**src/rtl/la_pkg.sv**
```systemverilog
// la_pkg: engine state encodings and UART constants shared by the transmit path
// and the host-side decoder model.
package la_pkg;

    typedef enum logic [2:0] {
        ST_IDLE,
        ST_SEND_SYNC,
        ST_FETCH,
        ST_LOAD,
        ST_SEND,
        ST_DONE,
        ST_RELEASE
    } txd_state_t;

    localparam logic [7:0] SYNC_BYTE_DEF    = 8'hA5;
    localparam int         CLK_HZ           = 50_000_000;
    localparam int         BAUD             = 115_200;
    localparam int         CLKS_PER_BIT_DEF = CLK_HZ / BAUD;

endpackage

```
**src/rtl/uart_tx_byte.sv**
```systemverilog
// uart_tx_byte: 8N1 serialiser; one character per accepted start, ready while idle.
module uart_tx_byte
    import la_pkg::*;
#(
    parameter int CLKS_PER_BIT = CLKS_PER_BIT_DEF
) (
    input  logic       clk,
    input  logic       rst,
    input  logic       start,
    input  logic [7:0] data,
    output logic       tx,
    output logic       ready
);

    localparam int               CNT_W    = $clog2(CLKS_PER_BIT);
    localparam logic [CNT_W-1:0] CNT_LAST = CNT_W'(CLKS_PER_BIT - 1);

    logic             r_busy;
    logic             r_tx;
    logic [CNT_W-1:0] r_cnt;
    logic [3:0]       r_idx;
    logic [7:0]       r_shift;

    // r_idx 0 is the start bit, 1..8 data, 9 stop; ready returns when the stop period ends
    always_ff @(posedge clk or posedge rst) begin
        if (rst) begin
            r_busy  <= 1'b0;
            r_tx    <= 1'b1;
            r_cnt   <= '0;
            r_idx   <= '0;
            r_shift <= '0;
        end else if (!r_busy) begin
            if (start) begin
                r_busy  <= 1'b1;
                r_tx    <= 1'b0;
                r_cnt   <= '0;
                r_idx   <= '0;
                r_shift <= data;
            end
        end else if (r_cnt != CNT_LAST) begin
            r_cnt <= r_cnt + 1'b1;
        end else begin
            r_cnt   <= '0;
            r_idx   <= r_idx + 1'b1;
            r_tx    <= (r_idx >= 4'd8) ? 1'b1 : r_shift[0];
            r_shift <= r_shift >> 1;
            r_busy  <= r_idx != 4'd9;
        end
    end

    assign tx    = r_tx;
    assign ready = !r_busy;

endmodule

```
**src/rtl/txd_engine.sv**
```systemverilog
// txd_engine: streams a sync byte plus the whole sample RAM over UART while the
// dispatcher grants the transmit task, then pulses done_txd.
module txd_engine
    import la_pkg::*;
#(
    parameter int         ADDR_W       = 10,
    parameter int         DEPTH        = 1024,
    parameter int         CLKS_PER_BIT = CLKS_PER_BIT_DEF,
    parameter logic [7:0] SYNC_BYTE    = SYNC_BYTE_DEF
) (
    input  logic              clk,
    input  logic              rst,
    input  logic              grant_txd,
    output logic              done_txd,
    output logic              rd_en,
    output logic [ADDR_W-1:0] rd_addr,
    input  logic [7:0]        rd_data,
    output logic              tx,
    output logic              busy
);

    localparam logic [ADDR_W-1:0] LAST = ADDR_W'(DEPTH - 1);

    txd_state_t        r_state;
    txd_state_t        w_next;
    logic [ADDR_W-1:0] r_addr;
    logic              r_sent;
    logic              w_start;
    logic              w_ready;
    logic              w_last;
    logic [7:0]        w_data;

    assign w_last  = r_addr == LAST;
    assign rd_addr = r_addr;

    always_ff @(posedge clk or posedge rst) begin
        if (rst) r_state <= ST_IDLE;
        else     r_state <= w_next;
    end

    // r_sent remembers that the sync character was accepted, so SEND_SYNC waits for its end
    always_ff @(posedge clk or posedge rst) begin
        if (rst) begin
            r_addr <= '0;
            r_sent <= 1'b0;
        end else begin
            r_sent <= (r_state == ST_SEND_SYNC) && (r_sent || (w_start && w_ready));
            if (r_state == ST_IDLE && grant_txd)
                r_addr <= '0;
            else if (r_state == ST_SEND && w_ready && grant_txd && !w_last)
                r_addr <= r_addr + 1'b1;
        end
    end

    // a dropped grant lets the character in flight finish, then falls back to IDLE
    always_comb begin
        w_next = r_state;
        case (r_state)
            ST_IDLE:      if (grant_txd) w_next = ST_SEND_SYNC;
            ST_SEND_SYNC: if (r_sent && w_ready) w_next = grant_txd ? ST_FETCH : ST_IDLE;
                          else if (!r_sent && !grant_txd) w_next = ST_IDLE;
            ST_FETCH:     w_next = grant_txd ? ST_LOAD : ST_IDLE;
            ST_LOAD:      w_next = grant_txd ? ST_SEND : ST_IDLE;
            ST_SEND:      if (w_ready) w_next = !grant_txd ? ST_IDLE : w_last ? ST_DONE : ST_FETCH;
            ST_DONE:      w_next = ST_RELEASE;
            ST_RELEASE:   if (!grant_txd) w_next = ST_IDLE;
            default:      w_next = ST_IDLE;
        endcase
    end

    always_comb begin
        busy     = r_state != ST_IDLE;
        done_txd = r_state == ST_DONE;
        rd_en    = (r_state == ST_FETCH) && grant_txd;
        w_start  = grant_txd && (((r_state == ST_SEND_SYNC) && !r_sent) || (r_state == ST_LOAD));
        w_data   = (r_state == ST_SEND_SYNC) ? SYNC_BYTE : rd_data;
    end

    uart_tx_byte #(
        .CLKS_PER_BIT(CLKS_PER_BIT)
    ) u_uart (
        .clk  (clk),
        .rst  (rst),
        .start(w_start),
        .data (w_data),
        .tx   (tx),
        .ready(w_ready)
    );

endmodule
```
**config.mk**
```make
export PLATFORM = sky130hd
export DESIGN_NAME = txd_engine
export DESIGN_NICKNAME = d
export VERILOG_FILES = /design/src/rtl/la_pkg.sv /design/src/rtl/uart_tx_byte.sv /design/src/rtl/txd_engine.sv
export SDC_FILE = /design/constraint.sdc
export NUM_CORES = 1
export LEC_CHECK = 0
export CORE_UTILIZATION = 45
export DETAILED_ROUTE_END_ITERATION = 7
export HOLD_SLACK_MARGIN = 0.02
export PLACE_DENSITY = 0.75
export SYNTH_ARGS = -nofsm -noshare
export SYNTH_HDL_FRONTEND = slang
export SYNTH_SLANG_ARGS = --single-unit
```
**constraint.sdc**
```tcl
create_clock -name clk -period 1.6 [get_ports clk]
set_input_delay 0.24 -clock clk [delete_from_list [all_inputs] [get_ports clk]]
set_output_delay 0.24 -clock clk [all_outputs]
set_load 0.01 [all_outputs]
```
======== Word level (Yosys, flattened, before mapping) ========
Cells that the tools add are included.
word-level totals
  bits in registers ....................... 37
  output and inout port bits .............. 14
  input port bits ......................... 11
cells by class
  $lt $le $gt $ge ......................... 1
  add/sub/neg operators ................... 3
  reduce and logical (&&, ||, !) cells .... 23
  eq/ne operators ......................... 14
  multiplexer cells ....................... 30
operator list
  operator               number
  $mux 8                 4
  $mux 9                 3
  $mux 3                 8
  $pmux 3 s7             1
  $mux 10                2
  $mux 4                 3
  $logic_and 1x1->1      11
  $add 10x1->10 const B  1
  $eq 10x10->1 const B   1
  $add 9x1->9 const B    1
  $eq 3x3->1 const B     3
  $ne 9x9->1 const B     1
  $ne 2x2->1 const B     4
  $mux 1                 7
  $eq 3x2->1 const B     2
  $add 4x1->4 const B    1
  $ge 4x4->1 const B     1
  $logic_not 1->1        4
  $mux 2                 2
  $ne 4x4->1 const B     1
  $reduce_and 4->1       1
  $reduce_bool 2->1      2
  $eq 3x1->1 const B     1
  $logic_not 3->1        1
  other kinds (4)        5

======== Depth between registers and ports, before layout ========
  depth in word-level cells ............... 7
  depth in mapped cells ................... 7
  gate-level depth less buffers ........... 6

======== By module ========
A second synthesis with hierarchy kept.
second synthesis, totals
  cell total of the unflattened synthesis .. 223
  area total of the unflattened synthesis .. 2194.6 sq um
modules (own cells, without submodules)
  module        seq. area each (sq um)  instances  area each (sq um)  cells an instance
  uart_tx_byte  576.8                   1          1247.4             113
  txd_engine    350.3                   1          947.2              110

======== Least setup slack after synthesis ========
OpenSTA, ideal clock, no wires.
  kind .................................... flip-flop to flip-flop
  start point ............................. register r_addr[3] (netlist: rd_addr[3])
  end point ............................... register r_addr[5] (netlist: rd_addr[5])
  slack ................................... -0.018 ns
  arrival time ............................ 1.541 ns
  clock period less this slack ............ 1.618 ns
  buffers on the path ..................... 1
  cell stages (with the launch flop) ...... 6
  data required time ...................... 1.523 ns
  cells stage by stage .................... dfrtp_1 > and4_1 > and3_1 > clkbuf_2 > or4_1 > a21oi_1
between the ends
  cells in the longest elaborated chain, start to end .. 4
  elaborated cells between the ends (all ways) .. 7
RTL lines
  element                                                                line              source
  start: declaration                                                     txd_engine.sv:26  logic [ADDR_W-1:0] r_addr;
  start signal: assignment                                               txd_engine.sv:51  r_addr <= r_addr + 1'b1;
  parallel branches: the longest is 4 deep, another holds $add 10x1->10  -
Several ways; the timed one is not identified. The select of a mux whose other input is x is not followed.
A chain may end at the register's enable or synchronous reset.

======== Final worst setup path ========
  start point ............................. register u_uart.r_cnt[0]
  end point ............................... register u_uart.r_shift[1]
between the ends
  cells in the longest elaborated chain, start to end .. 3
RTL lines
  element                            line                source
  start: declaration                 uart_tx_byte.sv:20  logic [CNT_W-1:0] r_cnt;
  start signal: assignment           uart_tx_byte.sv:41  r_cnt <= r_cnt + 1'b1;
  $ne 9x9->1                         uart_tx_byte.sv:40  end else if (r_cnt != CNT_LAST) begin
  $ne 2x2->1 (no source line)        -
  $reduce_and 2->1 (no source line)  -
  end signal: assignment             uart_tx_byte.sv:38  r_shift <= data;
  end signal: assignment             uart_tx_byte.sv:46  r_shift <= r_shift >> 1;
  end: declaration                   uart_tx_byte.sv:22  logic [7:0] r_shift;
Every way passes these cells.

==> results.py <==
metrics = {
    "grt": {
        "grt_pass1_vias": 1846,
        "grt_pass1_wl_microns": 8670,
        "antenna_found_initial": 0,
        "overflow": 0,
        "grtUsageTotal": 0.222,
        "grt_max_degree": 38,
    },
    "placement": {
        "gp_routability_congestion": 0.814,
        "io_buffers": 24,
        "place_inst": 345,
        "place_hpwl_microns": 3530,
        "pre_cts_ws_ps": -278,
    },
    "die": {
        "core_sq_um": 4410,
        "start_util": 0.476,
        "design.die.area_sq_um": 4950,
        "die_w_microns": 70.3,
        "rows": 24,
        "ios": 25,
        "die-height_microns": 70.3,
    },
    "logic_synthesis": {
        "synth-seq-cells": 37,
        "synth-edff-count": 0,
        "synthArstFlopShare": 1.00,
        "synthTopCellsByArea": "dfrtp_1, nand2_1, o21ai_0",
        "synth.distinct_cells": 47,
        "seq_area_frac_synth": 0.441,
        "yosysTopAreaCell": "dfrtp_1",
        "yosysMostFrequentCell": "dfrtp_1",
        "synth_warnings": 0,
        "synthTopCellsByCount": "dfrtp_1, nand2_1, o21ai_0",
        "synth_area_sq_um": 2100,
        "avgSynthCellArea_sq_um": 9.18,
        "synth_ff_type": "dfrtp_1",
        "netlist_instances": 229,
        "synth_top_area_share": 0.429,
        "synthesis.nets": 246,
    },
    "power": {
        "vdd_ir_drop_max_uv": 821,
        "p_sw_uw": 1400,
        "total_power_uw": 3970,
        "clkPwrFrac": 0.183,
        "seq_power_share": 0.366,
        "p_comb_frac": 0.451,
        "p_int_uw": 2570,
        "p_per_area_nw_per_um2": 1300,
        "swShare": 0.352,
        "leakagePower_uw": 0.00143,
    },
    "timing": {
        "rsz0062_at_grt": "true",
        "setup_violations": 8,
        "clock_skew_ps": 6.93,
        "hold_violations": 0,
        "worstMarginPinSlew_ps": 291,
        "period_minus_slack_ps": 1650,
        "fin_ws_ps": -50.0,
        "max_freq_mhz": 606,
        "hold_slack_ps": 293,
        "maxSlewViolCount": 0,
        "relSlewSlack": 0.804,
        "post-route-period-util": 1.03,
    },
    "final_layout": {
        "layout-drive-gt1-share": 0.346,
        "syn_to_final_growth_pct": 45.4,
        "finalNonFillerCells": 358,
        "fillers": 352,
        "fin_nets": 322,
        "diodes": 0,
    },
    "routing": {
        "drtPass1Iterations": 4,
        "dr_total_vias": 2030,
        "ant_nets": 0,
        "routed_wl_microns": 5440,
        "drc": 0,
        "via_per_inst": 5.67,
        "first_iter_violations": 96,
        "wl_per_cell_microns": 15.2,
    },
    "clock_network": {
        "cts_sinks": 37,
        "clock_latency_ps": 290,
        "clkTransAtPathRegs_ps": 80,
        "cts_root_buf": "clkbuf_8",
        "cts_max_path_buffers": 2,
        "cts_made_buffers": 5,
        "hold_buffers": 0,
        "cts_tree": "done",
        "htreeDepth": 2,
    },
    "critical_path": {
        "cp.arrival_ps": 1820,
        "crit_type": "reg2reg",
        "required_ps": 1770,
        "critPathLaunchType": "flop",
        "path_max_fanout": 8,
        "crit_path_end_kind": "flop",
    },
    "hold_path": {
        "min_path_type": "in2async",
    },
    "status": {
        "status": "complete, but fails checks",
        "violations": "setup timing",
    },
    "job": {
        "maxCapViolations": 0,
    },
}
-- routing by layer --
metal	GRT usage	wire (microns)	up-vias
met4	0.0733	106	0
met5	0	0	-
met2	0.359	2740	44
li1	-	-	981
met1	0.293	2410	992
met3	0.0491	181	13
-- final timing paths --
check | cells after the start | end | slack (ps) | start
max | 6 | u_uart.r_shift[1] | -50 | u_uart.r_cnt[0]
min reg2reg | 2 | u_uart.tx | 490 | u_uart.tx
min in group clk | 2 | u_uart.tx | 490 | u_uart.tx
max reg2reg | 6 | u_uart.r_shift[1] | -50 | u_uart.r_cnt[0]
max in group asynchronous | 3 | u_uart.tx | 1050 | rst
min | 3 | rd_addr[1] | 290 | rst
-- registers in the layout (all words and copies together) (netlist names) --
| register | count |
|---|---|
| u_uart.r_cnt | 9 |
| rd_addr | 10 |
| u_uart.r_idx | 4 |
| r_state | 3 |
| u_uart.tx | 1 |
| r_sent | 1 |
| u_uart.r_shift | 8 |
| u_uart.r_busy | 1 |
-- worst max-delay path, stage by stage, from the launching register on --
cell	delay (ps)
dfrtp_1	410
ha_2	170
and4bb_2	240
a21boi_4	200
nor2_4	60
buf_12	140
mux2_4	300
-- metrics by stage --
stage                      util  area (sq um)  TNS (ps)
after floorplan               -          2110     -9.27
after global placement    0.626          2770     -3400
after detailed placement  0.626          2770     -4330
after CTS                 0.657          2900      -248
after global routing      0.692          3060      -786
final                     0.692          3060      -251
-- cell families after synthesis --
kind of cell | Yosys count | share of synthesized area
AO/OA/AOI/OAI | 57 | 0.170
flip-flops | 37 | 0.441
AND/OR/NAND/NOR | 94 | 0.240
adder cells (fa/ha/maj) | 6 | 0.0357
XOR/XNOR | 2 | 0.00833
multiplexers | 12 | 0.0619
buffers and inverters | 21 | 0.0434
-- cell type report --
class	instances	area, sq um	area share
Clock buffer	7	96.3	0.0315
Clock inverter	1	5.00	0.00164
Inverter	11	41.3	0.0135
Multi-Input combinational cell	171	1220	0.399
Sequential cell	37	931	0.305
Tap cell	52	65.1	0.0213
Timing Repair Buffer	79	698	0.229
-- power groups by stage --
stage | Clock [uW] | Combinational (uW) | Sequential [uW]
after CTS | 729 | 1590 | 1430
after floorplan | 0 | 824 | 1400
after global routing | 774 | 1970 | 1490
after global placement | 0 | 1440 | 1440
after detailed placement | 0 | 1520 | 1450
final | 726 | 1790 | 1450
-- cells in the final DEF, fill, tap and decap left out, types with 3 or more instances in the layout --
cell and count:
a21oi_1 7, nor2_1 12, and3_1 3, buf_4 49, nor3_1 5, mux2_4 7, ha_1 3, inv_1 9
a21oi_2 4, a31oi_1 5, o211ai_1 3, buf_12 4, nand3_1 4, dfrtp_2 3, nand2_1 32, clkbuf_8 7
o21ai_0 19, and4_1 3, mux2i_1 4, clkdlybuf4s50_1 18, o31ai_1 6, nand4_1 4, o22ai_1 3, or4_1 3
nand2b_1 5, dfrtp_1 33
-- repair_timing --
item,in CTS,in global routing
buffers inserted,2,4
pin swaps,3,6
gates resized for setup,15,37
setup endpoints to repair,13,30
Note: power is estimated with default switching activity, not from simulation.
